===== src/rtl/pc_seq.sv =====
// Program-counter sequencer: picks the next fetch address from increment, branch,
// call or return, with a return-address stack and stall/halt freezing of fetch.
module pc_seq #(
  parameter int          PC_W        = 9,
  parameter int          TGT_W       = 8,
  parameter int          STACK_DEPTH = 4,
  parameter int unsigned START_ADDR  = 0
) (
  input  logic                               clk,
  input  logic                               reset,
  input  logic                               stall,
  input  logic                               halt_req,
  input  logic                               br_en,
  input  logic                               cond,
  input  logic                               br_rel,
  input  logic                               call,
  input  logic                               ret,
  input  logic [TGT_W-1:0]                   target,
  output logic [PC_W-1:0]                    PC,
  output logic [$clog2(STACK_DEPTH+1)-1:0]   sp,
  output logic                               halted,
  output logic                               stack_ovf,
  output logic                               stack_unf
);

  localparam int SP_W = $clog2(STACK_DEPTH + 1);

  typedef enum logic {
    S_RUN  = 1'b0,
    S_HALT = 1'b1
  } state_t;

  state_t            state, state_nxt;
  logic [PC_W-1:0]   stack [STACK_DEPTH];
  logic [PC_W-1:0]   pc_nxt, pc_inc, tos, rel_off;
  logic [SP_W-1:0]   sp_nxt;
  logic              push_en, ovf_nxt, unf_nxt;
  logic signed [TGT_W-1:0] tgt_s;

  assign pc_inc  = PC + PC_W'(1);
  assign tgt_s   = target;
  // Size cast of a signed operand sign-extends the relative offset.
  assign rel_off = PC_W'(tgt_s);
  assign halted  = (state == S_HALT);

  // Top-of-stack read: entry sp-1, selected without narrowing sp.
  always_comb begin
    tos = '0;
    for (int i = 0; i < STACK_DEPTH; i++) begin
      if (SP_W'(i + 1) == sp) tos = stack[i];
    end
  end

  always_comb begin
    state_nxt = state;
    pc_nxt    = PC;
    sp_nxt    = sp;
    push_en   = 1'b0;
    ovf_nxt   = stack_ovf;
    unf_nxt   = stack_unf;
    if (state == S_RUN && !stall) begin
      if (halt_req) begin
        state_nxt = S_HALT;
      end else if (ret) begin
        if (sp != '0) begin
          pc_nxt = tos;
          sp_nxt = sp - SP_W'(1);
        end else begin
          unf_nxt = 1'b1;
          pc_nxt  = pc_inc;
        end
      end else if (call) begin
        pc_nxt = PC_W'(target);
        if (sp == SP_W'(STACK_DEPTH)) begin
          ovf_nxt = 1'b1;
        end else begin
          push_en = 1'b1;
          sp_nxt  = sp + SP_W'(1);
        end
      end else if (br_en && cond) begin
        pc_nxt = br_rel ? (PC + rel_off) : PC_W'(target);
      end else begin
        pc_nxt = pc_inc;
      end
    end
  end

  always_ff @(posedge clk) begin
    if (reset) begin
      state     <= S_RUN;
      PC        <= PC_W'(START_ADDR);
      sp        <= '0;
      stack_ovf <= 1'b0;
      stack_unf <= 1'b0;
    end else begin
      state     <= state_nxt;
      PC        <= pc_nxt;
      sp        <= sp_nxt;
      stack_ovf <= ovf_nxt;
      stack_unf <= unf_nxt;
    end
  end

  // Stack contents need no reset; only sp defines which entries are live.
  always_ff @(posedge clk) begin
    for (int i = 0; i < STACK_DEPTH; i++) begin
      if (push_en && sp == SP_W'(i)) stack[i] <= pc_inc;
    end
  end

endmodule


===== config.mk =====
export PLATFORM = sky130hd
export DESIGN_NAME = pc_seq
export DESIGN_NICKNAME = d
export VERILOG_FILES = /design/src/rtl/pc_seq.sv
export SDC_FILE = /design/constraint.sdc
export NUM_CORES = 1
export LEC_CHECK = 0
export ABC_AREA = 1
export CAP_MARGIN = 20
export CORE_ASPECT_RATIO = 1.5
export CORE_MARGIN = 2
export CORE_UTILIZATION = 50
export DETAILED_ROUTE_END_ITERATION = 12
export DONT_BUFFER_PORTS = 1
export PLACE_DENSITY = 0.67
export RECOVER_POWER = 25
export SLEW_MARGIN = 20
export SYNTH_ARGS = -nofsm -noshare
export SYNTH_HDL_FRONTEND = slang
export SYNTH_SLANG_ARGS = --single-unit

===== constraint.sdc =====
create_clock -name clk -period 3.4 [get_ports clk]
set_clock_uncertainty 0.1 [all_clocks]
set_input_delay 0.68 -clock clk [delete_from_list [all_inputs] [get_ports clk]]
set_output_delay 0.68 -clock clk [all_outputs]
set_load 0.05 [all_outputs]

# ---- After elaboration in Yosys (flattened, before gate mapping)
# Memories as Yosys holds them, arrays and structs flattened.
# Index checks and enable logic that the tools add are counted.
dict set report totals {
  wordCells 77
  mem_bits_rw 36
  register_bits 15
  inputBits 17
  out_inout_bits 15
  memories 1
}
dict set report classes {
  n_addsub 4
  n_eq_ne 10
  n_reduce_logical 18
  bitwise_logic 4
  mux 35
}
# name depth width read_ports rd_clocked_by_memory_dff wr line
set mem_list {}
lappend mem_list {stack 4 9 4 0 1 34} ;# logic [PC_W-1:0] stack [STACK_DEPTH];
# op count
set ops {}
lappend ops {{$mux W9} 12}
lappend ops {{$reduce_or A9 Y1} 3}
lappend ops {{$mux W1} 16}
lappend ops {{$mux W3} 4}
lappend ops {{$reduce_and A5 Y1} 2}
lappend ops {{$add A9 B1 Y9 const B} 1}
lappend ops {{$add A9 B9 Y9} 1}
lappend ops {{$eq A2 B3 Y1 const A} 2}
lappend ops {{$eq A3 B2 Y1 const B} 2}
lappend ops {{$logic_and A1 B1 Y1} 6}
lappend ops {{$mux W2} 3}
lappend ops {{$not A1 Y1} 4}
lappend ops {{$reduce_and A2 Y1} 2}
lappend ops {{$reduce_and A4 Y1} 1}
lappend ops {{$add A3 B1 Y3 const B} 1}
lappend ops {{$eq A1 B3 Y1 const A} 1}
lappend ops {{$eq A3 B1 Y1 const B} 1}
lappend ops {{$eq A3 B3 Y1 const A} 1}
lappend ops {{$eq A3 B3 Y1 const B} 1}
lappend ops {{$logic_not A3 Y1} 1}
lappend ops {{$reduce_bool A3 Y1} 1}
lappend ops {{$sub A3 B1 Y3 const B} 1}
lappend ops {{$ne A2 B1 Y1 const B} 1}
lappend ops {{$ne A2 B2 Y1 const B} 1}
lappend ops {{2 further kinds} 2}

# ---- Longest topological paths before layout
dict set report logic_depth {
  depth_word 13
  ltp_mapped 13
}

# ---- Worst setup path after synthesis
# No wires, ideal clock.
dict set report synth_path {
  path_type {register -> register}
  start {reg sp[1]}
  end {mem stack[3][0], enable pin}
  path_slack_ns 0.794
  t_arrival_ns 2.120
  stages_incl_launch_ff 6
  synth_period_minus_slack_ns 2.606
  setup_ns 0.387
  required_time_ns 2.913
  cell_sequence {dfxtp_1 > ha_1 > ha_1 > clkinv_1 > buf_2 > nor3_1}
}
dict set report synth_between {
  elab_chain_cells 13
  word_cells_on_any_way 31
  cone_classes {eq/ne: 4; mux: 19; reduce/logical: 8}
}
# item line
set synth_rtl {}
lappend synth_rtl {{start, declared} 20} ;# output logic [$clog2(STACK_DEPTH+1)-1:0] sp,
lappend synth_rtl {{start signal, assigned} 98} ;# sp <= sp_nxt;
lappend synth_rtl {{$eq A3 B3 Y1} 74} ;# if (sp == SP_W'(STACK_DEPTH)) begin
lappend synth_rtl {{$mux W1} 74}
lappend synth_rtl {{$mux W1} 72} ;# end else if (call) begin
lappend synth_rtl {{$mux W1} 64} ;# end else if (ret) begin
lappend synth_rtl {{$mux W1} 62} ;# if (halt_req) begin
lappend synth_rtl {{$mux W1} 61} ;# if (state == S_RUN && !stall) begin
lappend synth_rtl {{$logic_and A1 B1 Y1} 107} ;# if (push_en && sp == SP_W'(i)) stack[i] <= pc_inc;
lappend synth_rtl {{$mux W1} 107}
lappend synth_rtl {{$mux W1 (not written as such)} 107}
lappend synth_rtl {{$reduce_or A9 Y1 (no line)} --}
lappend synth_rtl {{$mux W2 (no line) / $mux W1 (equally long branches) (3 in a row)} --}
lappend synth_rtl {{end, declared} 34}
# Several ways; a longest one is shown, not always the timed one.

# ---- Worst setup path after layout
dict set report layout_path {
  start {reg PC[1]}
  end {reg PC[4]}
}
dict set report layout_between {
  word_cells_on_any_way 7
  cone_classes {add/sub: 2; mux: 5}
}
# item line
set layout_rtl {}
lappend layout_rtl {{start, declared} 19} ;# output logic [PC_W-1:0] PC,
lappend layout_rtl {{start signal, assigned} 91} ;# PC <= PC_W'(START_ADDR);
lappend layout_rtl {{start signal, assigned} 97} ;# PC <= pc_nxt;
lappend layout_rtl {{$add A9 B1 Y9 (*)} 40} ;# assign pc_inc = PC + PC_W'(1);
lappend layout_rtl {{named net pc_inc[4]} 35} ;# logic [PC_W-1:0] pc_nxt, pc_inc, tos, rel_off;
lappend layout_rtl {{$mux W9} 80} ;# end else if (br_en && cond) begin
lappend layout_rtl {{$mux W9} 72}
lappend layout_rtl {{$mux W9 (*)} 64}
# The timed path passes the listed nets; every way through them passes the cells marked *.
# A chain may end at the register's enable or synchronous reset.

==> impl_metrics.ini <==
[status]
outcome = finished clean

[placed_design]
finalWeightedCongestion = 0.854
place.port_buffers = 0
postPlaceCellArea_mm2 = 0.00327
dp_hpwl_mm = 6.00

[routing]
dr.pass1.iters = 6
wl_per_cell_um = 15.3
dr_wl_met2_mm = 4.28
via_per_inst = 5.34
ant_nets = 0
maxUsedRoutingLayer = met4
drtIter0Drc = 103
wirelength_mm = 7.68
wl_met3_um = 240
wl_met1_mm = 2.96
vias = 2680
drc = 0

[synth]
synth.distinct_cells = 33
synth_common_cells = nand2_1, inv_1, nor2_1
ys.flop_type = edfxtp_1
synth_area_leaders = edfxtp_1, nand2_1, dfxtp_1
synth-async-reset-ratio_pct = 0
seq_area_frac_synth_pct = 43.7
synth_nets = 453
yosysMostFrequentCell = nand2_1
synth.top_cell.area_share_pct = 34.2
yosys_warnings = 0
ys_ff_latch = 51
yosys.area.top_type = edfxtp_1
synth-edff-count = 36
avgSynthCellArea_um2 = 7.53
syn_inst = 420
netlist_area_mm2 = 0.00316

[critical_path]
r2r_start = PC[1]
slowest_stage = clkbuf_1
reg2reg_depth = 12
critPathKind = flop to flop
path_cells = clkbuf_1, ha_1, nand2_1, nor2_1, nand2_1, nand2_1, nand2_1, nand2_1, nor2_1, nor2_1, nand2_1, a21oi_1
r2r_slack_ns = 0.77
path_max_fanout = 7
startpoint_type = flop
critPathRequiredTime_ns = 3.54
cpPeakStageDelay_ns = 0.67
r2r_end = PC[4]
endpoint_kind = flop
crit_arrival_ns = 2.78
critPathMostFrequentCell = nand2_1

[sta]
max_slew.worst_pin.slew_ns = 0.900
drv_slew = 0
rsz0062_at_grt = no
setup_viol = 0
setup_tns_ns = 0
worst_slew_margin_rel_pct = 40.0
min_period_ns = 2.63
finalCritPeriodShare_pct = 77.4
max_freq_mhz = 380
hold_viol = 0

[job]
drv_cap = 0

[clocking]
cts_resized = 0
path_clk_slew_ns = 0.09
clock_path_buffers = 2
htreeDepth = 2
cts.root.buffer_cell = clkbuf_8
post_cts_buffers = 0
cts_tree = done
cts_made_buffers = 5
clock_sink_count = 51
clk_latency_ns = 0.30
holdBufCountCts = 0

[die]
die_x_um = 68.9
start_util_pct = 51.6
die_h_um = 101
die_area_mm2 = 0.00699
rows = 35
io_pins = 32
core_area_mm2 = 0.00613

[pwr]
power_density_mw_per_mm2 = 430
power_frac_seq_pct = 49.7
leakage_nw = 1.52
p_clk_share_pct = 33.7
switchingPower_w = 0.000404
vdd_drop_max_uv = 169
pwr-share-comb_pct = 16.6
swShare_pct = 27.8
internal_power_w = 0.00105

[grt]
grt-ovfl-total = 0
grt_antenna_before_repair = 0
grt_pass1_vias = 2641
grt_pass1_wl_mm = 12.4
grt_start_max_net_pins = 20
track_usage_pct = 24.2

[cells_and_area]
final_area_mm2 = 0.00339
antenna_cells = 0
nets = 460
fill_cells = 592
area_growth_pct = 7.24
drive_above_1_share_pct = 5.14
postLayoutCoreUtil_pct = 55.3

[hold_path]
min_to = stack_ovf
holdPathStages = 1
hp-class = input port to flop
holdCritStartpoint = reset
registers in the layout, indices dropped and copies added (netlist names):
name	flops
halted	1
sp	3
stack	36
PC	9
stack_unf	1
stack_ovf	1
worst max-delay path by stage:
stage               depth (start not counted)     endpoint   from  slack, ns
global placement                            5  stack[1][3]    ret       0.81
finish                                     12        PC[4]  PC[1]       0.77
CTS                                         6  stack[0][2]  sp[0]       0.87
detailed placement                          5  stack[1][4]    ret       0.75
floorplan                                   5  stack[3][0]  sp[1]       0.79
global route                               13        PC[8]  PC[1]       0.54
cell type report:
| cell class | instances | area [µm²] | share of cell area, % |
|---|---|---|---|
| repair buffers | 7 | 41.3 | 1.22 |
| clock inverters | 2 | 60.1 | 1.77 |
| multi-input cells | 302 | 1520 | 44.8 |
| clock buffers | 6 | 72.6 | 2.14 |
| well taps | 74 | 92.6 | 2.73 |
| inverters | 60 | 225 | 6.64 |
| flip-flops and latches | 51 | 1380 | 40.7 |
layer usage:
| layer | up-vias | track usage [%] |
|---|---|---|
| met4 | 0 | 9.05 |
| met2 | 59 | 46.2 |
| met1 | 1225 | 26.2 |
| met3 | 14 | 2.56 |
| met5 | - | 0 |
| li1 | 1382 | - |
kinds of logic after synthesis:
logic type,share of synthesized area [%]
simple gates,29.4
buf+inv,8.31
compound gates,11.3
flops,43.7
fa+ha+maj,6.57
xor+xnor,0.831
power groups by stage:
stage | Clock, W | Sequential (W) | Combinational [W]
after global routing | 0.000517 | 0.000727 | 0.000273
after floorplan | 0 | 0.000749 | 0.000173
after global placement | 0 | 0.000739 | 0.000238
after CTS | 0.000492 | 0.000725 | 0.000243
final | 0.000491 | 0.000724 | 0.000242
after detailed placement | 0 | 0.000739 | 0.000242
per-stage QoR:
stage / power [W] / cells / setup WS [ns] / hold slack [ns]
floorplan: 0.000923 / 420 / 0.794 / 0.492
global placement: 0.000976 / 494 / 0.807 / 0.544
detailed placement: 0.000981 / 494 / 0.746 / 0.560
CTS: 0.00146 / 502 / 0.865 / 0.330
global route: 0.00152 / 502 / 0.543 / 0.320
finish: 0.00146 / 502 / 0.768 / 0.331
critical path, delay by kind of cell (launching register included):
kind | cells | cell delay [ns]
compound gates | 1 | 0.11
fa+ha+maj | 1 | 0.32
simple gates | 9 | 1.07
flops | 1 | 0.31
buf+inv | 1 | 0.67
placed cells by master (no fill, tap or decap), types with 2 or more instances in the layout:
cell       synthesis  routed
o21ai_0           26      26
dfxtp_1           15      15
xnor2_1            2       2
nor3_1             3       3
inv_2              2       2
o211ai_1           4       4
nor2_1            38      38
a21oi_1           28      28
nand2_1          127     127
edfxtp_1          36      36
buf_4              0       4
clkbuf_1           3       4
nor2_4             4       4
clkbuf_8           0       5
nand3b_1           3       3
ha_1              15      15
bufinv_16          0       2
nand2_2            2       2
inv_1             57      57
nand3_1           34      34
nand4_1            4       4
Note: power is estimated with default switching activity, not from simulation.
==> variant 1, RTL diff (same settings) <==
Register the input `target` before use, with the module's reset. The logic sees it one clock later. The other inputs are not delayed to match.
--- a/src/rtl/pc_seq.sv
+++ b/src/rtl/pc_seq.sv
@@ -30,6 +30,16 @@
     S_HALT = 1'b1
   } state_t;
 
+  logic [TGT_W-1:0] target_q;
+
+  always_ff @(posedge clk) begin
+    if (reset) begin
+      target_q <= '0;
+    end else begin
+      target_q <= target;
+    end
+  end
+
   state_t            state, state_nxt;
   logic [PC_W-1:0]   stack [STACK_DEPTH];
   logic [PC_W-1:0]   pc_nxt, pc_inc, tos, rel_off;
@@ -38,7 +48,7 @@
   logic signed [TGT_W-1:0] tgt_s;
 
   assign pc_inc  = PC + PC_W'(1);
-  assign tgt_s   = target;
+  assign tgt_s   = target_q;
   // Size cast of a signed operand sign-extends the relative offset.
   assign rel_off = PC_W'(tgt_s);
   assign halted  = (state == S_HALT);
@@ -70,7 +80,7 @@
           pc_nxt  = pc_inc;
         end
       end else if (call) begin
-        pc_nxt = PC_W'(target);
+        pc_nxt = PC_W'(target_q);
         if (sp == SP_W'(STACK_DEPTH)) begin
           ovf_nxt = 1'b1;
         end else begin
@@ -78,7 +88,7 @@
           sp_nxt  = sp + SP_W'(1);
         end
       end else if (br_en && cond) begin
-        pc_nxt = br_rel ? (PC + rel_off) : PC_W'(target);
+        pc_nxt = br_rel ? (PC + rel_off) : PC_W'(target_q);
       end else begin
         pc_nxt = pc_inc;
       end
Behaviour: not the same (a bounded check fails within 4 cycles, from zero or initial values and one cycle with reset high).
==> variant 1 against the original RTL <==
Setup slack worse by 0.013 ns. Routed wire length is 6.8% higher. Highest routed layer unchanged. Synthesized cell count is 1.9% higher. Global-route usage hardly changed. Critical endpoint is now PC[8]. Largest cell class is now registers. Clock power is 9.4% higher. Design area is 5.9% higher. Combinational power is 14% lower. Power is 8.8% higher. Critical path type unchanged. Synthesized area is 5.8% higher. Sequential cell count is 8 higher. Count of clock-buffer cells in the layout is 6 higher.
==> variant 1: results (changes against the original RTL) <==
| Metric | Value |
|---|---|
| FFs w/ async S/R, synth | `0% (unchanged)` |
| P_int | `1110 uW (+5.5%)` |
| Regs by FF count | `stack (36), PC (9), target_q (8)` |
| Dpl hpwl | `6.19 mm (+3.2%)` |
| Total iterations of the first detailed-routing run | `5 (-1)` |
| Number of setup buffers added after CTS | `0 (unchanged)` |
| CP Max Fanout | `6 (-1)` |
| Overall Global Routing Usage | `24.2% (+0.047 points)` |
| Synth cell count leaders | `nand2_1 (123), inv_1 (58), nor2_1 (43)` |
| Register area share after synthesis | `46.1% (+2.4 points)` |
| Ant diodes | `0 (unchanged)` |
| CTS root buffer | `clkbuf_8` |
| Largest net degree at the start of global routing | `20 (unchanged)` |
| Post-placement cell area | `3440 um2 (+5.2%)` |
| Worst Tran Pin Value | `0.890 ns (-0.0110 ns)` |
| Port Buffers | `0 (unchanged)` |
| Placer Congestion | `0.835 (-2.3%)` |
| Setup violators final | `0 (unchanged)` |
| Share of cells above drive strength 1 | `8.58% (+3.4 points)` |
| Post-CTS Resized | `0 (unchanged)` |
| Post-place setup slack | `0.842 ns (+0.0955 ns)` |
| Clk buf depth | `2 (unchanged)` |
| Total number of yosys warnings | `0 (unchanged)` |
| CTS Buf Count | `9 (+4)` |
| Initial antenna violation count | `0 (unchanged)` |
| Clock Pin Slew Worst Setup and Hold Paths | `0.06 ns (-0.03 ns)` |
| Number of synthesized flops with an enable pin | `36 (unchanged)` |
| Ranking of synthesized cells by area | `edfxtp_1 (32%), nand2_1 (14%), dfxtp_1 (14%)` |
| Fin nets | `471 (+2.4%)` |
| Later-pin clock latency in the skew report | `0.34 ns (+0.04 ns)` |
| Syn Nets | `461 (+1.8%)` |
| Starting DRC count in detailed routing | `239 (+130%)` |
| First-pass GRT wire length | `13.8 mm (+12%)` |
| Vias | `2811 (+4.9%)` |
| Worst r2r path cells | `14 (+2)` |
| Vias in the first global route | `2902 (+9.9%)` |
| WL/cell | `15.8 um (+3.3%)` |
| Synth unique cells | `35 (+6.1%)` |
| Leakage | `0.00163 uW (+7.7%)` |
| H-Tree Level Count | `3 (+1)` |
| Hold depth | `1 (unchanged)` |
| Hold Crit Class | `in2reg` |
| Status | `finished clean` |
| CP arrival | `2.77 ns (about the same)` |
| Worst IR Drop VDD | `0.232 mV (+37%)` |
-- variant 1: changes by cell type after synthesis, sizes merged, moves of 3 or more --
cell and delta:
nand4 -3, inv +3, a21oi +4, o21ai -6, dfxtp +8, nor2 +6
-- variant 1: through the flow --
| step | hold WS, ns | std cells | util [%] |
|---|---|---|---|
| 6_report | 0.298 | 519 | 55.4 |
| 2_1_floorplan | 0.452 | 428 | - |
| 4_1_cts | 0.286 | 519 | 55.4 |
| 3_5_place_dp | 0.508 | 503 | 53.0 |
| 3_3_place_gp | 0.496 | 503 | 53.0 |
| 5_1_grt | 0.286 | 519 | 55.4 |
-- variant 1: worst paths after layout --
kind / startpoint / endpoint / slack [ns]
setup / recovery: PC[0] / PC[8] / 0.75
hold / removal: reset / PC[0] / 0.30
setup reg to reg: PC[0] / PC[8] / 0.75
hold reg to reg: target_q[3] / PC[3] / 0.51
-- variant 1: final cells by class --
cell class	count	area, um2
timing repair buffer	5	33.8
tap	76	95.1
fill	637	2890
multi-input combinational	300	1530
clock buffer	12	135
inverter	63	236
clock inverter	4	20.0
sequential	59	1540
-- variant 1: cells by family (layout without fill, tap and decap cells) --
family | count (synthesis) | after routing | synth area share [%]
xor+xnor | 3 | 3 | 0.785
flops | 59 | 59 | 46.1
simple gates | 218 | 218 | 28.0
fa+ha+maj | 16 | 16 | 6.21
buf+inv | 69 | 84 | 8.19
compound gates | 63 | 63 | 10.7
-- variant 1: per-layer routing --
layer	track usage [%]	wire length, um	vias up	share of wire [%]
met5	0	0	-	0
met3	5.04	351	27	4.3
met1	26.1	3260	1304	40
li1	-	-	1411	-
met2	43.5	4280	69	52
met4	12.3	323	0	3.9
-- variant 1: power groups by stage --
stage                     registers [uW]  logic [uW]  clock network, uW
after global routing                 842         239                572
after global placement               855         202                  0
final                                839         208                537
after floorplan                      851         159                  0
after detailed placement             855         206                  0
after CTS                            839         208                549
-- variant 1: critical path, cell delays in order, from the launching register on --
cell      delay [ns]
dfxtp_1         0.31
clkbuf_1        0.60
ha_1            0.31
inv_1           0.06
fa_1            0.35
inv_1           0.08
nand2_1         0.07
nand2_1         0.12
nand3_1         0.14
nand2_1         0.10
nand2_1         0.05
nand3_1         0.07
nand2_1         0.06
nand2_1         0.07
a21oi_1         0.05
==> variant 2, RTL diff (same flow settings) <==
Without the edit above. Set the parameter `TGT_W` to 7 (it was 8).
--- a/src/rtl/pc_seq.sv
+++ b/src/rtl/pc_seq.sv
@@ -2,7 +2,7 @@
 // call or return, with a return-address stack and stall/halt freezing of fetch.
 module pc_seq #(
   parameter int          PC_W        = 9,
-  parameter int          TGT_W       = 8,
+  parameter int          TGT_W       = 7,
   parameter int          STACK_DEPTH = 4,
   parameter int unsigned START_ADDR  = 0
 ) (
Interface: changed (resized target); port bits go from 32 to 31. The function was not compared with the original's and may differ.
==> variant 2 against the original RTL <==
Power is 12% lower. Sequential cell count stayed put. Core utilization is 0.72 points lower. Synthesized area is 3.4% lower. Routed wire length is 8.1% lower. Design area is 5.5% lower. Die area is 3.2% lower. Setup slack worse by 0.054 ns. Critical path type unchanged. Largest cell class unchanged. Highest routed layer unchanged.
==> variant 2: results (changes against the original RTL) <==
| Metric | Value |
|---|---|
| Dpl hpwl | `5.60 mm (-6.7%)` |
| Routing usage on met2 | `44.2% (-2.0 points)` |
| Worst Tran Pin Value | `1.02 ns (+0.115 ns)` |
| Hold EP | `stack_unf` |
| Synth unique cells | `40 (+21%)` |
| Status | `finished clean` |
| Vias/cell | `5.35 (+0.20%)` |
| Placer Congestion | `0.860 (+0.75%)` |
| Overall Global Routing Usage | `23.6% (-0.51 points)` |
| R2r endpoint | `PC[6]` |
| Max stage delay on crit path | `0.65 ns (-0.02 ns)` |
| Routed wl met2 | `3.99 mm (-6.8%)` |
| Worst r2r path cells | `14 (+2)` |
| Worst IR Drop VDD | `0.208 mV (+23%)` |
| Multi-input comb cells | `280 (-7.3%)` |
| Die ar. | `6760 um2 (-3.2%)` |
| Port Buffers | `0 (unchanged)` |
| M1 WL | `2.75 mm (-7.3%)` |
| Starting DRC count in detailed routing | `89 (-14%)` |
| Placed cells | `450 (-8.9%)` |
| Buffering overhead | `0.703% (-0.51 points)` |
| Fin nets | `417 (-9.3%)` |
| Area of the multi-input gates | `1470 um2 (-3.5%)` |
| Syn Nets | `412 (-9.1%)` |
| WL/cell | `15.4 um (+0.71%)` |
| Synth cell count leaders | `nand2_1 (103), nor2_1 (40), edfxtp_1 (36)` |
| Total iterations of the first detailed-routing run | `4 (-2)` |
| Grt met3 use | `1.92% (-0.63 points)` |
| R2R Setup Slk | `0.71 ns (-0.05 ns)` |
| Delay-heaviest family, CP | `buffers and inverters` |
| Wire length on met3 | `196 um (-18%)` |
| First-pass GRT wire length | `12.0 mm (-3.0%)` |
| Inverter count | `42 (-30%)` |
| Leakage | `0.00134 uW (-11%)` |
| Ranking of synthesized cells by area | `edfxtp_1 (35%), nand2_1 (13%), dfxtp_1 (9.8%)` |
| Nonclk buf count | `5 (-2)` |
| Post-placement cell area | `3140 um2 (-4.0%)` |
| # fillers | `561 (-5.2%)` |
| Register area share after synthesis | `45.2% (+1.5 points)` |
| Final Non-Filler Cells | `458 (-8.8%)` |
variant 2: cell count changes after synthesis, sizes merged, moves of 3 or more:
cell / change
nand4: -3
nand2: -24
nor2: +3
a22oi: +3
o21ai: -5
or2: +3
nand3: -4
xor2: +5
buf: +3
inv: -17
clkbuf: -3
variant 2: stage by stage:
step                worst slack, ns  hold slack [ns]  utilization (%)
floorplan                     0.705            0.472                -
global placement              0.944            0.508             53.5
detailed placement            0.884            0.534             53.5
CTS                           0.869            0.333             54.9
global route                  0.509            0.326             54.6
finish                        0.713            0.340             54.6
variant 2: cell families (layout without fill, tap and decap cells):
family,Yosys count,in the layout,synth area share (%)
buf+inv,49,55,6.63
xor+xnor,7,7,2.25
fa+ha+maj,16,16,6.80
compound gates,65,65,11.9
simple gates,192,192,27.2
flops,51,51,45.2
variant 2: where the power goes:
part           switching [uW]  leakage, uW  internal (uW)
combinational             154     0.000854           72.9
sequential               38.1     0.000449            681
clock                     189    0.0000412            144
total                     382      0.00134            898
